## src/rtl/lock_seq_pkg.sv

```systemverilog
// Shared definitions for the clocking-block reset sequencers: FSM encodings and a clog2 helper.
// Latency: none (package only).
// Backpressure: not applicable.
package lock_seq_pkg;

  // Sequencer FSM state encodings
  localparam logic [2:0] ST_WAIT_LOCK = 3'd0;
  localparam logic [2:0] ST_STABLE    = 3'd1;
  localparam logic [2:0] ST_RELEASE   = 3'd2;
  localparam logic [2:0] ST_RUN       = 3'd3;
  localparam logic [2:0] ST_MMCM_RST  = 3'd4;

  // Ceiling log2; returns 0 for values <= 1
  function automatic int clog2(input int value);
    int result;
    int v;
    result = 0;
    v = value - 1;
    while (v > 0) begin
      result = result + 1;
      v = v >> 1;
    end
    return result;
  endfunction

endpackage

```

## src/rtl/sync_ff_chain.sv

```systemverilog
// Generic async-reset single-bit synchroniser for slow level signals crossing into clk_i.
// Latency: d_i sampled at edge E appears on q_o after edge E+STAGES-1.
// Backpressure: none; free-running level path.
module sync_ff_chain #(
  parameter int STAGES = 2
) (
  input  logic clk_i,
  input  logic rst_n_i,
  input  logic d_i,
  output logic q_o
);

  logic [STAGES-1:0] sync_q;
  logic [STAGES-1:0] sync_d;

  // Shift the asynchronous input one stage deeper every cycle
  always_comb begin
    sync_d = {sync_q[STAGES-2:0], d_i};
  end

  // Synchroniser flops, cleared to "not locked" on reset
  always_ff @(posedge clk_i or negedge rst_n_i) begin
    if (!rst_n_i) begin
      sync_q <= '0;
    end else begin
      sync_q <= sync_d;
    end
  end

  assign q_o = sync_q[STAGES-1];

endmodule

```

## src/rtl/lock_reset_sequencer.sv

```systemverilog
// Qualifies MMCM LOCKED on the board clock and releases per-domain resets in order; pulses MMCM reset on timeout.
// Latency: rst_n_o[0] rises SYNC_STAGES+LOCK_STABLE_CYCLES edges after locked_i is first sampled high; loss drops resets within SYNC_STAGES+1 edges.
// Backpressure: none; all outputs are registered levels with no handshake.
module lock_reset_sequencer
  import lock_seq_pkg::*;
#(
  parameter int SYNC_STAGES         = 2,
  parameter int LOCK_STABLE_CYCLES  = 1024,
  parameter int STAGGER_CYCLES      = 16,
  parameter int N_RESETS            = 3,
  parameter int LOCK_TIMEOUT_CYCLES = 80000,
  parameter int MMCM_RST_CYCLES     = 8,
  parameter int CNT_W               = 8
) (
  input  logic                clk_i,
  input  logic                rst_n_i,
  input  logic                locked_i,
  output logic                mmcm_rst_o,
  output logic [N_RESETS-1:0] rst_n_o,
  output logic                ready_o,
  output logic [CNT_W-1:0]    lock_loss_count_o
);

  // One counter is shared by the timeout, stability, stagger and pulse phases,
  // so it is sized for the widest of them.
  localparam int TO_W  = clog2(LOCK_TIMEOUT_CYCLES);
  localparam int STB_W = clog2(LOCK_STABLE_CYCLES + 1);
  localparam int SG_W  = clog2(STAGGER_CYCLES);
  localparam int MR_W  = clog2(MMCM_RST_CYCLES);
  localparam int W_A   = (TO_W > STB_W) ? TO_W : STB_W;
  localparam int W_B   = (SG_W > MR_W) ? SG_W : MR_W;
  localparam int W_AB  = (W_A > W_B) ? W_A : W_B;
  localparam int CTR_W = (W_AB > 1) ? W_AB : 1;

  logic                lock_sync;

  logic [2:0]          state_q, state_d;
  logic [CTR_W-1:0]    cnt_q, cnt_d;
  logic [N_RESETS-1:0] rst_n_q, rst_n_d;
  logic                ready_q, ready_d;
  logic                mmcm_rst_q, mmcm_rst_d;
  logic [CNT_W-1:0]    loss_cnt_q, loss_cnt_d;

  logic                timeout_hit;
  logic                stable_done;
  logic                stagger_done;
  logic                pulse_done;
  logic [N_RESETS-1:0] rst_shift;
  logic                last_release;

  sync_ff_chain #(
    .STAGES (SYNC_STAGES)
  ) u_lock_sync (
    .clk_i   (clk_i),
    .rst_n_i (rst_n_i),
    .d_i     (locked_i),
    .q_o     (lock_sync)
  );

  assign timeout_hit  = (cnt_q == CTR_W'(LOCK_TIMEOUT_CYCLES - 1));
  assign stable_done  = (cnt_q == CTR_W'(LOCK_STABLE_CYCLES - 1));
  assign stagger_done = (cnt_q == CTR_W'(STAGGER_CYCLES - 1));
  assign pulse_done   = (cnt_q == CTR_W'(MMCM_RST_CYCLES - 1));
  // Releasing one more bit: shift the released mask up and fill bit 0,
  // so bits can only ever come out of reset in index order.
  assign rst_shift    = (rst_n_q << 1) | N_RESETS'(1);
  assign last_release = &rst_shift;

  // State, shared counter and registered outputs
  always_ff @(posedge clk_i or negedge rst_n_i) begin
    if (!rst_n_i) begin
      state_q    <= ST_WAIT_LOCK;
      cnt_q      <= '0;
      rst_n_q    <= '0;
      ready_q    <= 1'b0;
      mmcm_rst_q <= 1'b0;
      loss_cnt_q <= '0;
    end else begin
      state_q    <= state_d;
      cnt_q      <= cnt_d;
      rst_n_q    <= rst_n_d;
      ready_q    <= ready_d;
      mmcm_rst_q <= mmcm_rst_d;
      loss_cnt_q <= loss_cnt_d;
    end
  end

  // Next state and shared counter; every exit clears the counter for the next phase
  always_comb begin
    state_d = state_q;
    cnt_d   = cnt_q;
    case (state_q)
      ST_WAIT_LOCK: begin
        if (lock_sync) begin
          state_d = ST_STABLE;
          cnt_d   = '0;
        end else if (timeout_hit) begin
          state_d = ST_MMCM_RST;
          cnt_d   = '0;
        end else begin
          cnt_d = cnt_q + CTR_W'(1);
        end
      end
      ST_STABLE: begin
        if (!lock_sync) begin
          state_d = ST_WAIT_LOCK;
          cnt_d   = '0;
        end else if (stable_done) begin
          state_d = (N_RESETS == 1) ? ST_RUN : ST_RELEASE;
          cnt_d   = '0;
        end else begin
          cnt_d = cnt_q + CTR_W'(1);
        end
      end
      ST_RELEASE: begin
        if (!lock_sync) begin
          state_d = ST_WAIT_LOCK;
          cnt_d   = '0;
        end else if (stagger_done) begin
          cnt_d = '0;
          if (last_release) begin
            state_d = ST_RUN;
          end
        end else begin
          cnt_d = cnt_q + CTR_W'(1);
        end
      end
      ST_RUN: begin
        if (!lock_sync) begin
          state_d = ST_WAIT_LOCK;
          cnt_d   = '0;
        end
      end
      ST_MMCM_RST: begin
        // Lock status is deliberately ignored while the MMCM is being reset
        if (pulse_done) begin
          state_d = ST_WAIT_LOCK;
          cnt_d   = '0;
        end else begin
          cnt_d = cnt_q + CTR_W'(1);
        end
      end
      default: begin
        state_d = ST_WAIT_LOCK;
        cnt_d   = '0;
      end
    endcase
  end

  // Next values of the registered outputs, aligned with the state transitions above
  always_comb begin
    rst_n_d    = rst_n_q;
    ready_d    = ready_q;
    mmcm_rst_d = 1'b0;
    loss_cnt_d = loss_cnt_q;
    case (state_q)
      ST_WAIT_LOCK: begin
        if (!lock_sync && timeout_hit) begin
          mmcm_rst_d = 1'b1;
        end
      end
      ST_STABLE: begin
        if (lock_sync && stable_done) begin
          rst_n_d = N_RESETS'(1);
          ready_d = (N_RESETS == 1);
        end
      end
      ST_RELEASE, ST_RUN: begin
        if (!lock_sync) begin
          rst_n_d = '0;
          ready_d = 1'b0;
          if (loss_cnt_q != '1) begin
            loss_cnt_d = loss_cnt_q + CNT_W'(1);
          end
        end else if (state_q == ST_RELEASE && stagger_done) begin
          rst_n_d = rst_shift;
          ready_d = last_release;
        end
      end
      ST_MMCM_RST: begin
        mmcm_rst_d = !pulse_done;
      end
      default: begin
        rst_n_d = '0;
        ready_d = 1'b0;
      end
    endcase
  end

  assign mmcm_rst_o        = mmcm_rst_q;
  assign rst_n_o           = rst_n_q;
  assign ready_o           = ready_q;
  assign lock_loss_count_o = loss_cnt_q;

endmodule

```

## config.mk

```make
export PLATFORM = sky130hd
export DESIGN_NAME = lock_reset_sequencer
export DESIGN_NICKNAME = d
export VERILOG_FILES = /design/src/rtl/lock_seq_pkg.sv /design/src/rtl/sync_ff_chain.sv /design/src/rtl/lock_reset_sequencer.sv
export SDC_FILE = /design/constraint.sdc
export NUM_CORES = 1
export LEC_CHECK = 0
export ABC_AREA = 1
export BUFFER_PORTS_ARGS = -buffer_cell sky130_fd_sc_hd__buf_2
export CORE_MARGIN = 3
export CORE_UTILIZATION = 45
export CTS_CLUSTER_DIAMETER = 30
export DETAILED_ROUTE_END_ITERATION = 10
export GPL_TIMING_DRIVEN = 0
export PLACE_DENSITY_LB_ADDON = 0.15
export SYNTH_ARGS = -nofsm -noshare
export SYNTH_HDL_FRONTEND = slang
export SYNTH_HIERARCHICAL = 1
export SYNTH_SLANG_ARGS = --single-unit
```

## constraint.sdc

```tcl
create_clock -name clk_i -period 2 [get_ports clk_i]
set_clock_uncertainty 0.05 [all_clocks]
set_input_delay 0.3 -clock clk_i [delete_from_list [all_inputs] [get_ports clk_i]]
set_output_delay 0.3 -clock clk_i [all_outputs]
set_load 0.02 [all_outputs]
```

==> run_summary.xml, run 1 <==
<?xml version="1.0" encoding="UTF-8"?>
<metrics>
  <group name="status">
    <metric name="run_status" unit="">completed</metric>
  </group>
  <group name="drt">
    <metric name="drt-vias-per-instance" unit="">5.08</metric>
    <metric name="post_drt_wl_per_cell" unit="µm">12.4</metric>
    <metric name="routed_wirelength" unit="µm">4670</metric>
    <metric name="routed-via-count" unit="">1916</metric>
    <metric name="drtAntennaViolNets" unit="">0</metric>
    <metric name="drt_pass1_iterations" unit="">5</metric>
    <metric name="drtIter0Drc" unit="">161</metric>
    <metric name="remaining_drc_errors" unit="">0</metric>
  </group>
  <group name="hold_path">
    <metric name="worst_hold_path_type" unit="">input port to async pin</metric>
  </group>
  <group name="floorplanning">
    <metric name="fp.coreArea" unit="mm²">0.00447</metric>
    <metric name="initial_core_util" unit="%">47.7</metric>
    <metric name="floorplan.die.width" unit="µm">74.8</metric>
    <metric name="io_pins" unit="">16</metric>
    <metric name="overall_die_area" unit="mm²">0.00560</metric>
    <metric name="floorplan.die.height" unit="µm">74.8</metric>
    <metric name="core.rowCount" unit="">24</metric>
  </group>
  <group name="cells_and_area">
    <metric name="drive_gt1_share" unit="%">19.7</metric>
    <metric name="final_common_cell" unit="">sky130_fd_sc_hd__nand2_1</metric>
    <metric name="most_frequent_cells_in_the_layout" unit="">sky130_fd_sc_hd__nand2_1 (82), sky130_fd_sc_hd__nor2_1 (43), sky130_fd_sc_hd__dfrtp_1 (35)</metric>
    <metric name="antenna-diode-count" unit="">0</metric>
    <metric name="final_util" unit="%">56.3</metric>
    <metric name="area_growth_syn_to_layout" unit="%">18.1</metric>
    <metric name="layout.nets" unit="">329</metric>
    <metric name="final_cell_area" unit="mm²">0.00252</metric>
  </group>
  <group name="grt">
    <metric name="maximum_number_of_pins_on_one_net_before_global_route_repair" unit="">36</metric>
    <metric name="gr-usage-all-layers" unit="%">17.6</metric>
    <metric name="overflow" unit="">0</metric>
    <metric name="grt_pass1_wl" unit="µm">7600</metric>
    <metric name="initial_antenna_violation_count" unit="">0</metric>
    <metric name="via_count_of_the_first_global_routing_pass" unit="">1687</metric>
  </group>
  <group name="setup_path">
    <metric name="critical_path_arrival" unit="ns">2.03</metric>
    <metric name="crit_type" unit="">flop to flop</metric>
    <metric name="timing.critical_path.slowest_stage_cell" unit="">sky130_fd_sc_hd__dfrtp_1</metric>
    <metric name="worstReg2RegEnd" unit="">cnt_q[2]</metric>
    <metric name="cp_data_required_time" unit="ns">2.12</metric>
    <metric name="critical_path.cell_chain" unit="">ha_2, nand2_2, nor2_4, nand2_4, nor2_4, nand2_2, nand2_2, nand2_4, inv_4, nand2_8, nor2_4, nor2_2</metric>
    <metric name="crit-reg2reg-launch" unit="">cnt_q[1]</metric>
    <metric name="crit_path_start_kind" unit="">flop</metric>
    <metric name="crit_path_max_incr_delay" unit="ns">0.40</metric>
    <metric name="critical_path.endpoint_type" unit="">flop</metric>
    <metric name="worst-r2r-setup-slack" unit="ns">0.09</metric>
    <metric name="r2r.worst_path.cells" unit="">12</metric>
    <metric name="crit_path_max_fanout" unit="">5</metric>
  </group>
  <group name="sta">
    <metric name="fmaxAchievable" unit="MHz">524</metric>
    <metric name="post-route-period-util" unit="%">95.5</metric>
    <metric name="report.final.hold_viol_count" unit="">0</metric>
    <metric name="setup_tns" unit="ns">0</metric>
    <metric name="fin_crit" unit="ns">1.91</metric>
    <metric name="grt_setup_unrepaired" unit="">true</metric>
    <metric name="normalized_max_slew_margin" unit="%">46.7</metric>
    <metric name="timing_max_transition_violations_final" unit="">0</metric>
    <metric name="timing.final.setup_violations" unit="">0</metric>
    <metric name="worst_slew_pin_slew" unit="ns">0.800</metric>
  </group>
  <group name="power">
    <metric name="share_comb_of_total_power" unit="%">33.3</metric>
    <metric name="power.share.sequential" unit="%">35.5</metric>
    <metric name="total_leakage_power" unit="nW">1.27</metric>
    <metric name="total_switching_power" unit="mW">0.904</metric>
    <metric name="ir_drop" unit="mV">0.563</metric>
    <metric name="switching_share" unit="%">36.6</metric>
    <metric name="cell_internal_pwr" unit="mW">1.56</metric>
    <metric name="power.density" unit="mW/mm²">980</metric>
    <metric name="clockPowerShare" unit="%">31.2</metric>
  </group>
  <group name="clock_network">
    <metric name="clockRootBuffer" unit="">sky130_fd_sc_hd__clkbuf_8</metric>
    <metric name="cts_buffer_depth" unit="">2</metric>
    <metric name="cts_htree_levels" unit="">2</metric>
    <metric name="number_of_buffers_inserted_during_clock_tree_synthesis" unit="">5</metric>
    <metric name="cts_hold_buf" unit="">0</metric>
    <metric name="clock_input_transition_at_the_sequential_cells_of_the_worst_setup_and_hold_paths" unit="ns">0.08</metric>
    <metric name="clock_tree_from_tritoncts" unit="">built</metric>
    <metric name="clock_sinks" unit="">35</metric>
    <metric name="clkLatencyLatePin" unit="ns">0.29</metric>
  </group>
  <group name="yosys">
    <metric name="post_synth_num_cell_types" unit="">26</metric>
    <metric name="synth.net_count" unit="">299</metric>
    <metric name="yosysSeqAreaShare" unit="%">41.1</metric>
    <metric name="synth-warning-count" unit="">6</metric>
    <metric name="syn_area_per_cell" unit="µm²">7.25</metric>
    <metric name="post_synthesis_register_bit_count" unit="">35</metric>
    <metric name="synthesized_cell_area" unit="mm²">0.00213</metric>
    <metric name="netlist_instances" unit="">294</metric>
  </group>
  <group name="placement">
    <metric name="numPortBuffers" unit="">15</metric>
    <metric name="globalplace.congestion" unit="">0.883</metric>
    <metric name="detailedPlacementHpwl" unit="µm">3270</metric>
    <metric name="post_dp_cell_area" unit="mm²">0.00227</metric>
  </group>
  <group name="flow_run">
    <metric name="maxCapViolCount" unit="">0</metric>
  </group>
</metrics>
==> per-layer routing <==
layer / vias up / GRT usage, % / share of wire [%]
met5: - / 0 / 0
met4: 0 / 5.73 / 1.3
met3: 6 / 4.41 / 5.1
met2: 51 / 25.8 / 45
met1: 864 / 25.5 / 49
li1: 995 / - / -
==> cells in the mapped netlist <==
cell type / n / area share (%)
sky130_fd_sc_hd__nor2_4: 3 / 1.6
sky130_fd_sc_hd__nand3b_1: 4 / 1.4
sky130_fd_sc_hd__nor2_2: 5 / 1.5
sky130_fd_sc_hd__nor2_8: 1 / 0.94
sky130_fd_sc_hd__nand2_2: 1 / 0.29
sky130_fd_sc_hd__nand2_4: 2 / 1.1
sky130_fd_sc_hd__nand2_1: 89 / 16
sky130_fd_sc_hd__o31ai_1: 2 / 0.70
sky130_fd_sc_hd__nor4_1: 1 / 0.29
sky130_fd_sc_hd__inv_2: 1 / 0.18
sky130_fd_sc_hd__xor2_1: 11 / 4.5
sky130_fd_sc_hd__a21o_1: 1 / 0.35
sky130_fd_sc_hd__dfrtp_1: 35 / 41
sky130_fd_sc_hd__clkinv_2: 1 / 0.23
sky130_fd_sc_hd__o21ai_2: 1 / 0.41
sky130_fd_sc_hd__nand4_1: 10 / 2.9
sky130_fd_sc_hd__ha_1: 2 / 1.2
sky130_fd_sc_hd__o21ai_0: 11 / 2.6
sky130_fd_sc_hd__inv_1: 28 / 4.9
sky130_fd_sc_hd__buf_4: 1 / 0.35
sky130_fd_sc_hd__and3_1: 1 / 0.29
sky130_fd_sc_hd__nor3_1: 11 / 2.6
sky130_fd_sc_hd__nand3_1: 19 / 4.5
sky130_fd_sc_hd__nor2_1: 45 / 7.9
sky130_fd_sc_hd__buf_2: 4 / 0.94
sky130_fd_sc_hd__xnor2_1: 4 / 1.6
==> worst max-delay path: cells and delay by family (launching register included) <==
| kind | cells | cell delay [ns] |
|---|---|---|
| buffers and inverters | 1 | 0.08 |
| and+or+nand+nor | 10 | 1.05 |
| adders and majority gates | 1 | 0.21 |
| DFF | 1 | 0.40 |
==> kinds of logic after synthesis <==
group,after synthesis,synth area share (%)
DFF,35,41.1
adders and majority gates,2,1.17
buffers and inverters,35,6.63
AOI/OAI and AO/OA,15,4.05
and+or+nand+nor,192,40.9
xor gates and xnor gates,15,6.16
==> power by group through the flow <==
stage / registers, mW / clock network [mW] / logic [mW]
2_1_floorplan: 0.932 / 0 / 0.464
3_3_place_gp: 0.888 / 0 / 0.690
3_5_place_dp: 0.891 / 0 / 0.689
4_1_cts: 0.877 / 0.785 / 0.692
5_1_grt: 0.894 / 0.823 / 0.912
6_report: 0.877 / 0.770 / 0.820
==> worst max path at each step <==
| stage | to | startpoint | depth (start not counted) | slack, ns |
|---|---|---|---|---|
| finish | cnt_q[2] | cnt_q[1] | 12 | 0.09 |
| global route | cnt_q[5] | cnt_q[1] | 12 | -0.03 |
| CTS | cnt_q[16] | cnt_q[0] | 10 | 0.10 |
| detailed placement | cnt_q[16] | cnt_q[0] | 10 | 0.12 |
| global placement | cnt_q[16] | cnt_q[0] | 10 | 0.14 |
| floorplan | cnt_q[10] | cnt_q[0] | 12 | 0.38 |
==> per-stage QoR <==
| stage | worst slack, ns | hold WS [ns] | instances | total power, mW |
|---|---|---|---|---|
| floorplan | 0.377 | -0.0456 | 294 | 1.40 |
| detailed placement | 0.119 | 0.293 | 361 | 1.58 |
| global route | -0.0266 | 0.0503 | 377 | 2.63 |
| global placement | 0.142 | 0.286 | 361 | 1.58 |
| finish | 0.0900 | 0.0315 | 377 | 2.47 |
| CTS | 0.104 | 0.0522 | 369 | 2.35 |
==> final cells by class <==
| cell class | instances | area [µm²] |
|---|---|---|
| multi-input combinational | 225 | 1170 |
| buffer | 5 | 27.5 |
| sequential | 35 | 876 |
| clock inverter | 3 | 67.6 |
| tap | 52 | 65.1 |
| clock buffer | 5 | 68.8 |
| fill | 426 | 1960 |
| inverter | 30 | 115 |
| timing repair buffer | 22 | 128 |
==> state kept, by name (all words and copies together) (netlist names) <==
name                count
rst_n_o                 3
mmcm_rst_o              1
lock_loss_count_o       8
ready_o                 1
cnt_q                  17
state_q                 3
u_lock_sync/sync_q      2
==> what timing repair did <==
action | in CTS | in global routing
buffers inserted | 0 | 7
endpoints found under the setup margin | 0 | 16
gates resized for setup | 0 | 16
No activity file was read; power rests on OpenSTA's default activity.
==> run 2: changes to the inputs <==
- SLEW_MARGIN: unset -> 15
- clock period: 2 -> 1.8 ns (I/O delays scaled with it)
==> run 2 against run 1 <==
  * Wire length is 1.0% higher
  * Critical path depth did not move
  * Core utilization rose by 0.95 points
  * Clock power increased by 11%
  * Global-route usage grew 1.1 points
  * Largest power group is now combinational logic
  * Largest cell class unchanged
  * Final area rose by 1.7%
  * The run now ends with setup timing left
  * Non-clock buffer count increased by 3
  * Cell count rose by 0.80%
  * Sequential power grew 10%
==> run_summary.xml, run 2 (synthesized netlist as in run 1, its figures left out) <==
<?xml version="1.0" encoding="UTF-8"?>
<metrics>
  <group name="status">
    <metric name="run_status" unit="">finished with violations</metric>
    <metric name="failed_checks" unit="">setup timing</metric>
  </group>
  <group name="setup_path">
    <metric name="crit-reg2reg-launch" unit="">cnt_q[1]</metric>
    <metric name="crit_path_max_fanout" unit="">5</metric>
    <metric name="worst-r2r-setup-slack" unit="ns">-0.04</metric>
    <metric name="crit_type" unit="">flop to flop</metric>
    <metric name="critical_path_arrival" unit="ns">1.96</metric>
    <metric name="cp_data_required_time" unit="ns">1.92</metric>
    <metric name="crit_path_start_kind" unit="">flop</metric>
    <metric name="cp-startpoint" unit="">cnt_q[1]</metric>
    <metric name="r2r.worst_path.cells" unit="">12</metric>
    <metric name="critical_path.endpoint_type" unit="">flop</metric>
    <metric name="worstReg2RegEnd" unit="">cnt_q[2]</metric>
  </group>
  <group name="drt">
    <metric name="drtIter0Drc" unit="">122</metric>
    <metric name="post_drt_wl_per_cell" unit="µm">12.4</metric>
    <metric name="routed_wirelength" unit="µm">4720</metric>
    <metric name="remaining_drc_errors" unit="">0</metric>
    <metric name="drtAntennaViolNets" unit="">0</metric>
    <metric name="drt-vias-per-instance" unit="">4.98</metric>
    <metric name="drt_pass1_iterations" unit="">4</metric>
    <metric name="routed-via-count" unit="">1894</metric>
  </group>
  <group name="placement">
    <metric name="globalplace.congestion" unit="">0.883</metric>
    <metric name="detailedPlacementHpwl" unit="µm">3270</metric>
    <metric name="numPortBuffers" unit="">15</metric>
    <metric name="post_dp_cell_area" unit="mm²">0.00227</metric>
    <metric name="post-place-cells" unit="">361</metric>
  </group>
  <group name="clock_network">
    <metric name="cts_hold_buf" unit="">0</metric>
    <metric name="clock_input_transition_at_the_sequential_cells_of_the_worst_setup_and_hold_paths" unit="ns">0.08</metric>
    <metric name="number_of_buffers_inserted_during_clock_tree_synthesis" unit="">5</metric>
    <metric name="clockRootBuffer" unit="">sky130_fd_sc_hd__clkbuf_8</metric>
    <metric name="cts_htree_levels" unit="">2</metric>
    <metric name="cts_buffer_depth" unit="">2</metric>
    <metric name="clkLatencyLatePin" unit="ns">0.29</metric>
    <metric name="clock_tree_from_tritoncts" unit="">built</metric>
    <metric name="clock_sinks" unit="">35</metric>
  </group>
  <group name="power">
    <metric name="overall_power" unit="mW">2.81</metric>
    <metric name="power.density" unit="mW/mm²">1100</metric>
    <metric name="total_leakage_power" unit="nW">1.29</metric>
    <metric name="cell_internal_pwr" unit="mW">1.78</metric>
    <metric name="total_switching_power" unit="mW">1.03</metric>
    <metric name="clockPowerShare" unit="%">30.4</metric>
    <metric name="switching_share" unit="%">36.6</metric>
    <metric name="ir_drop" unit="mV">0.639</metric>
    <metric name="power.share.sequential" unit="%">34.5</metric>
    <metric name="share_comb_of_total_power" unit="%">35.1</metric>
  </group>
  <group name="grt">
    <metric name="grt.met1_usage" unit="%">27.0</metric>
    <metric name="gr-usage-all-layers" unit="%">18.8</metric>
    <metric name="grt_pass1_wl" unit="µm">8010</metric>
    <metric name="maximum_number_of_pins_on_one_net_before_global_route_repair" unit="">36</metric>
    <metric name="initial_antenna_violation_count" unit="">0</metric>
    <metric name="use_met3" unit="%">4.41</metric>
    <metric name="via_count_of_the_first_global_routing_pass" unit="">1733</metric>
    <metric name="busiest_layer" unit="">met2</metric>
    <metric name="overflow" unit="">0</metric>
    <metric name="grt_use_met2" unit="%">28.0</metric>
  </group>
  <group name="cells_and_area">
    <metric name="final_common_cell" unit="">sky130_fd_sc_hd__nand2_1</metric>
    <metric name="area_growth_syn_to_layout" unit="%">20.1</metric>
    <metric name="nFillCells" unit="">416</metric>
    <metric name="largest-register" unit="">cnt_q</metric>
    <metric name="final_cells" unit="">380</metric>
    <metric name="layout.nets" unit="">332</metric>
    <metric name="most_frequent_cells_in_the_layout" unit="">sky130_fd_sc_hd__nand2_1 (82), sky130_fd_sc_hd__nor2_1 (41), sky130_fd_sc_hd__dfrtp_1 (35)</metric>
    <metric name="largest_register_ffs" unit="">17</metric>
    <metric name="final_cell_area" unit="mm²">0.00256</metric>
    <metric name="antenna-diode-count" unit="">0</metric>
    <metric name="drive_gt1_share" unit="%">21.6</metric>
  </group>
  <group name="floorplanning">
    <metric name="floorplan.die.height" unit="µm">74.8</metric>
    <metric name="initial_core_util" unit="%">47.7</metric>
    <metric name="io_pins" unit="">16</metric>
    <metric name="overall_die_area" unit="mm²">0.00560</metric>
    <metric name="fp.coreArea" unit="mm²">0.00447</metric>
    <metric name="core.rowCount" unit="">24</metric>
    <metric name="floorplan.die.width" unit="µm">74.8</metric>
  </group>
  <group name="sta">
    <metric name="fmaxAchievable" unit="MHz">543</metric>
    <metric name="fin_crit" unit="ns">1.84</metric>
    <metric name="report.final.hold_viol_count" unit="">0</metric>
    <metric name="timing.final.ws_setup" unit="ns">-0.0414</metric>
    <metric name="timing_max_transition_violations_final" unit="">0</metric>
    <metric name="timing.final.setup_violations" unit="">5</metric>
    <metric name="normalized_max_slew_margin" unit="%">46.9</metric>
    <metric name="post-route-period-util" unit="%">102</metric>
    <metric name="grt_setup_unrepaired" unit="">true</metric>
    <metric name="worst_slew_pin_slew" unit="ns">0.797</metric>
  </group>
  <group name="flow_run">
    <metric name="maxCapViolCount" unit="">0</metric>
  </group>
  <group name="hold_path">
    <metric name="worst_hold_path_type" unit="">input port to async pin</metric>
  </group>
</metrics>
==> run 2: cell count changes in the layout (fill, tap and decap cells not counted), sizes merged <==
cell / previous run / this run
buf: 27 / 30
==> run 2: layout make-up <==
cell class | count | area (µm²) | share of cell area (%)
repair buffers | 25 | 154 | 6.01
flip-flops and latches | 35 | 876 | 34.2
clock buffers | 5 | 68.8 | 2.69
well taps | 52 | 65.1 | 2.54
multi-input cells | 225 | 1180 | 46.2
plain buffers | 5 | 27.5 | 1.08
inverters | 30 | 118 | 4.59
clock inverters | 3 | 67.6 | 2.64
==> run 2: critical path: stages, from the launching register on <==
cell	delay, ns
sky130_fd_sc_hd__dfrtp_1	0.37
sky130_fd_sc_hd__ha_2	0.20
sky130_fd_sc_hd__nand2_2	0.08
sky130_fd_sc_hd__nor2_4	0.14
sky130_fd_sc_hd__nand2_4	0.09
sky130_fd_sc_hd__nor2_4	0.13
sky130_fd_sc_hd__nand2_2	0.09
sky130_fd_sc_hd__nand2_2	0.08
sky130_fd_sc_hd__nand2_4	0.07
sky130_fd_sc_hd__inv_6	0.07
sky130_fd_sc_hd__nand2_8	0.07
sky130_fd_sc_hd__nor2_4	0.25
sky130_fd_sc_hd__nor2_2	0.05
==> run 2: per-layer routing <==
metal / vias to the layer above / part of all wire (%) / wire length, µm
met3: 5 / 3.6 / 172
li1: 999 / - / -
met4: 0 / 1.1 / 51
met2: 34 / 45 / 2100
met5: - / 0 / 0
met1: 856 / 51 / 2390
==> run 2: repair_timing <==
item | CTS | global route
setup buffers | 6 | 4
pin swaps | 6 | 11
gates resized for setup | 6 | 17
cloned | 1 | 0
setup endpoints to repair | 18 | 22
==> run 2: worst max-delay path by stage <==
| stage | cells past startpoint | endpoint | slack, ns |
|---|---|---|---|
| detailed placement | 10 | cnt_q[16] | -0.08 |
| global route | 12 | cnt_q[5] | -0.15 |
| global placement | 10 | cnt_q[16] | -0.06 |
| floorplan | 12 | cnt_q[10] | 0.18 |
| finish | 12 | cnt_q[2] | -0.04 |
| CTS | 12 | cnt_q[2] | 0.0007 |
==> run 2: metrics by stage <==
step | hold slack (ns) | setup slack, ns | setup TNS (ns) | util (%)
5_1_grt | 0.0203 | -0.145 | -1.54 | 57.2
6_report | 0.00567 | -0.0414 | -0.150 | 57.2
4_1_cts | 0.0222 | 0.000650 | 0 | 55.4
3_3_place_gp | 0.286 | -0.0577 | -0.638 | 50.8
2_1_floorplan | -0.0756 | 0.177 | 0 | -
3_5_place_dp | 0.293 | -0.0813 | -0.753 | 50.8
==> run 2: power groups by stage <==
stage | clock, mW | sequential (mW) | combinational (mW)
after CTS | 0.872 | 0.967 | 0.872
after global placement | 0 | 0.986 | 0.767
after floorplan | 0 | 1.04 | 0.516
after global routing | 0.920 | 0.985 | 1.09
final | 0.854 | 0.968 | 0.984
after detailed placement | 0 | 0.990 | 0.766
==> run 3: changes to the inputs <==
- ABC_AREA: 1 -> unset
==> run 3 against run 2 <==
  * The run ends with hold timing, setup timing left
  * Wire length down 12%
  * Non-clock buffer count increased by 4
  * Total power down 7.7%
  * Synthesized cell count is 34% lower
  * Critical path depth down 6
  * Sequential power increased by 7%
  * First-iteration DRC count rose by 14%
  * Critical endpoint is now cnt_q[1]
  * Critical path type unchanged
  * Final area fell by 12%
  * Global-route usage down 0.60 points
==> run_summary.xml, run 3 <==
<?xml version="1.0" encoding="UTF-8"?>
<metrics>
  <group name="status">
    <metric name="run_status" unit="">finished with violations</metric>
    <metric name="failed_checks" unit="">hold timing, setup timing</metric>
  </group>
  <group name="setup_path">
    <metric name="crit_path_start_kind" unit="">flop</metric>
    <metric name="cp.buffers_inverters" unit="">1</metric>
    <metric name="cp_data_required_time" unit="ns">1.93</metric>
    <metric name="crit-reg2reg-launch" unit="">cnt_q[14]</metric>
    <metric name="crit_path_max_incr_delay" unit="ns">0.54</metric>
    <metric name="timing.critical_path.slowest_stage_cell" unit="">sky130_fd_sc_hd__or4_4</metric>
    <metric name="worst-r2r-setup-slack" unit="ns">-0.47</metric>
    <metric name="critical_path_arrival" unit="ns">2.40</metric>
    <metric name="crit_type" unit="">flop to flop</metric>
    <metric name="crit_path_max_fanout" unit="">10</metric>
    <metric name="critical_path.cell_chain" unit="">or4_4, or4_4, o211ai_4, nand4_4, buf_6, a22o_2</metric>
    <metric name="worstReg2RegEnd" unit="">cnt_q[1]</metric>
    <metric name="cp_dominant_cell_by_count" unit="">sky130_fd_sc_hd__or4_4</metric>
    <metric name="critical_path.endpoint_type" unit="">flop</metric>
    <metric name="r2r.worst_path.cells" unit="">6</metric>
    <metric name="worst_path_dominant_cell_family" unit="">simple AND/OR/NAND/NOR gates</metric>
  </group>
  <group name="floorplanning">
    <metric name="initial_core_util" unit="%">48.1</metric>
    <metric name="floorplan.die.height" unit="µm">69.5</metric>
    <metric name="floorplan.die.width" unit="µm">69.5</metric>
    <metric name="io_pins" unit="">16</metric>
    <metric name="overall_die_area" unit="mm²">0.00483</metric>
    <metric name="fp.coreArea" unit="mm²">0.00377</metric>
    <metric name="core.rowCount" unit="">22</metric>
  </group>
  <group name="drt">
    <metric name="drt-vias-per-instance" unit="">5.63</metric>
    <metric name="drt_pass1_iterations" unit="">4</metric>
    <metric name="routed_wirelength" unit="µm">4140</metric>
    <metric name="routed-via-count" unit="">1564</metric>
    <metric name="drtIter0Drc" unit="">139</metric>
    <metric name="drtAntennaViolNets" unit="">0</metric>
    <metric name="remaining_drc_errors" unit="">0</metric>
    <metric name="post_drt_wl_per_cell" unit="µm">14.9</metric>
  </group>
  <group name="yosys">
    <metric name="post_synthesis_register_bit_count" unit="">35</metric>
    <metric name="synth_compound_area_share" unit="%">11.2</metric>
    <metric name="yosysSeqAreaShare" unit="%">48.3</metric>
    <metric name="synth-xor-area-share" unit="%">7.73</metric>
    <metric name="synth_top_area_share" unit="%">48.3</metric>
    <metric name="number_of_enable_type_register_cells_in_the_synthesized_netlist" unit="">0</metric>
    <metric name="cells_taking_the_most_area_after_synthesis" unit="">sky130_fd_sc_hd__dfrtp_1 (48%), sky130_fd_sc_hd__nor2_1 (6.2%), sky130_fd_sc_hd__nand2_1 (5.4%)</metric>
    <metric name="post-synth-top-count-cell" unit="">sky130_fd_sc_hd__dfrtp_1</metric>
    <metric name="synth_common_cells" unit="">sky130_fd_sc_hd__dfrtp_1 (35), sky130_fd_sc_hd__nor2_1 (30), sky130_fd_sc_hd__nand2_1 (26)</metric>
    <metric name="async_reset_ff_share" unit="%">100</metric>
    <metric name="synth_adder_area_share" unit="%">1.38</metric>
    <metric name="synth_simple_gate_area_share" unit="%">26.8</metric>
    <metric name="synth_top_family_by_area" unit="">simple AND/OR/NAND/NOR gates</metric>
    <metric name="muxShareOfSynthArea" unit="%">1.24</metric>
    <metric name="synth_top_flop_cell" unit="">sky130_fd_sc_hd__dfrtp_1</metric>
    <metric name="synth.net_count" unit="">199</metric>
    <metric name="netlist_instances" unit="">194</metric>
    <metric name="synthDominantAreaCellType" unit="">sky130_fd_sc_hd__dfrtp_1</metric>
    <metric name="synthesized_cell_area" unit="mm²">0.00181</metric>
    <metric name="synth-warning-count" unit="">6</metric>
    <metric name="post_synth_num_cell_types" unit="">38</metric>
    <metric name="syn_area_per_cell" unit="µm²">9.35</metric>
  </group>
  <group name="grt">
    <metric name="via_count_of_the_first_global_routing_pass" unit="">1467</metric>
    <metric name="overflow" unit="">0</metric>
    <metric name="gr-usage-all-layers" unit="%">18.2</metric>
    <metric name="maximum_number_of_pins_on_one_net_before_global_route_repair" unit="">36</metric>
    <metric name="grt_pass1_wl" unit="µm">6940</metric>
    <metric name="initial_antenna_violation_count" unit="">0</metric>
  </group>
  <group name="sta">
    <metric name="whs" unit="ns">-0.00175</metric>
    <metric name="grt_setup_unrepaired" unit="">true</metric>
    <metric name="report.final.hold_viol_count" unit="">5</metric>
    <metric name="timing_max_transition_violations_final" unit="">0</metric>
    <metric name="timing.final.setup_violations" unit="">25</metric>
    <metric name="post-route-period-util" unit="%">126</metric>
    <metric name="worst_slew_pin_slew" unit="ns">0.766</metric>
    <metric name="timing.final.ws_setup" unit="ns">-0.475</metric>
    <metric name="fmaxAchievable" unit="MHz">440</metric>
    <metric name="fin_crit" unit="ns">2.27</metric>
    <metric name="normalized_max_slew_margin" unit="%">48.9</metric>
  </group>
  <group name="clock_network">
    <metric name="cts_hold_buf" unit="">0</metric>
    <metric name="clock_tree_from_tritoncts" unit="">built</metric>
    <metric name="clock_input_transition_at_the_sequential_cells_of_the_worst_setup_and_hold_paths" unit="ns">0.07</metric>
    <metric name="cts_buffer_depth" unit="">2</metric>
    <metric name="cts_htree_levels" unit="">2</metric>
    <metric name="clockRootBuffer" unit="">sky130_fd_sc_hd__clkbuf_8</metric>
    <metric name="clock_sinks" unit="">35</metric>
    <metric name="number_of_buffers_inserted_during_clock_tree_synthesis" unit="">5</metric>
    <metric name="clkLatencyLatePin" unit="ns">0.29</metric>
  </group>
  <group name="cells_and_area">
    <metric name="layout.nets" unit="">234</metric>
    <metric name="final_cell_area" unit="mm²">0.00225</metric>
    <metric name="drive_gt1_share" unit="%">29.6</metric>
    <metric name="regArea" unit="µm²">877</metric>
    <metric name="area_growth_syn_to_layout" unit="%">24.2</metric>
    <metric name="final_common_cell" unit="">sky130_fd_sc_hd__dfrtp_1</metric>
    <metric name="multiInputGateArea" unit="µm²">975</metric>
    <metric name="most_frequent_cells_in_the_layout" unit="">sky130_fd_sc_hd__dfrtp_1 (34), sky130_fd_sc_hd__nor2_1 (26), sky130_fd_sc_hd__nand2_1 (26)</metric>
    <metric name="nFillCells" unit="">313</metric>
    <metric name="largest_register_ffs" unit="">17</metric>
    <metric name="antenna-diode-count" unit="">0</metric>
    <metric name="largest-register" unit="">cnt_q</metric>
  </group>
  <group name="hold_path">
    <metric name="worst_hold_path_type" unit="">input port to async pin</metric>
  </group>
  <group name="flow_run">
    <metric name="maxCapViolCount" unit="">0</metric>
  </group>
  <group name="placement">
    <metric name="post_dp_cell_area" unit="mm²">0.00196</metric>
    <metric name="detailedPlacementHpwl" unit="µm">2740</metric>
    <metric name="numPortBuffers" unit="">15</metric>
    <metric name="globalplace.congestion" unit="">0.897</metric>
  </group>
  <group name="power">
    <metric name="total_leakage_power" unit="nW">1.02</metric>
    <metric name="power.density" unit="mW/mm²">1150</metric>
    <metric name="ir_drop" unit="mV">0.662</metric>
  </group>
</metrics>
## run 3: timing repair
action / CTS / global route
gates resized for setup: 16 / 6
pin swaps: 4 / 5
hold endpoints to repair: 0 / 0
setup buffers: 8 / 5
cloned: 1 / 0
setup endpoints to repair: 33 / 29
## run 3: kinds of logic after synthesis
logic type | count (synthesis)
XOR/XNOR | 16
buffers and inverters | 12
multiplexers | 2
flip-flops | 35
adder cells (fa/ha/maj) | 2
AO/OA/AOI/OAI | 30
AND/OR/NAND/NOR | 97
## run 3: power breakdown
| part | total [mW] | internal, mW | switching (mW) | leakage (nW) |
|---|---|---|---|---|
| clock | 0.620 | 0.349 | 0.271 | 0.0515 |
| sequential | 1.04 | 0.900 | 0.142 | 0.468 |
| combinational | 0.928 | 0.409 | 0.519 | 0.499 |
## run 3: stage by stage
| stage | std cells | worst slack (ns) | util (%) | power, mW | TNS (ns) |
|---|---|---|---|---|---|
| floorplan | 194 | -0.478 | - | 1.56 | -9.10 |
| global placement | 257 | -0.709 | 52.0 | 1.75 | -15.02 |
| detailed placement | 257 | -0.718 | 52.0 | 1.77 | -15.42 |
| CTS | 273 | -0.468 | 58.3 | 2.52 | -8.85 |
| global route | 278 | -0.547 | 59.7 | 2.74 | -11.08 |
| finish | 278 | -0.475 | 59.7 | 2.59 | -9.09 |
## run 3: final cells by class
cell class | count | area share [%]
timing repair buffer | 29 | 8.00
tap | 48 | 2.67
multi-input combinational | 147 | 43.3
inverter | 6 | 1.00
buffer | 5 | 1.61
clock buffer | 8 | 4.45
sequential | 35 | 39.0
## run 3: worst max path at each step
| stage | depth (start not counted) | startpoint | to | slack (ns) |
|---|---|---|---|---|
| after floorplan | 7 | cnt_q[8] | cnt_q[4] | -0.48 |
| after global placement | 7 | cnt_q[8] | cnt_q[4] | -0.71 |
| after detailed placement | 7 | cnt_q[8] | cnt_q[4] | -0.72 |
| after CTS | 7 | cnt_q[14] | cnt_q[4] | -0.47 |
| after global routing | 7 | cnt_q[14] | cnt_q[4] | -0.55 |
| final | 6 | cnt_q[14] | cnt_q[1] | -0.47 |
## run 3: layer usage
metal / wire length [µm] / part of all wire (%) / track usage [%]
met5: 0 / 0 / 0
met4: 82 / 2.0 / 8.46
met3: 167 / 4.0 / 3.91
met2: 1930 / 47 / 28.4
met1: 1960 / 47 / 24.0
## run 3: worst reg2reg max path: stages, from the launching register on
cell,delay (ns)
sky130_fd_sc_hd__dfrtp_1,0.38
sky130_fd_sc_hd__or4_4,0.54
sky130_fd_sc_hd__or4_4,0.44
sky130_fd_sc_hd__o211ai_4,0.21
sky130_fd_sc_hd__nand4_4,0.14
sky130_fd_sc_hd__buf_6,0.18
sky130_fd_sc_hd__a22o_2,0.21
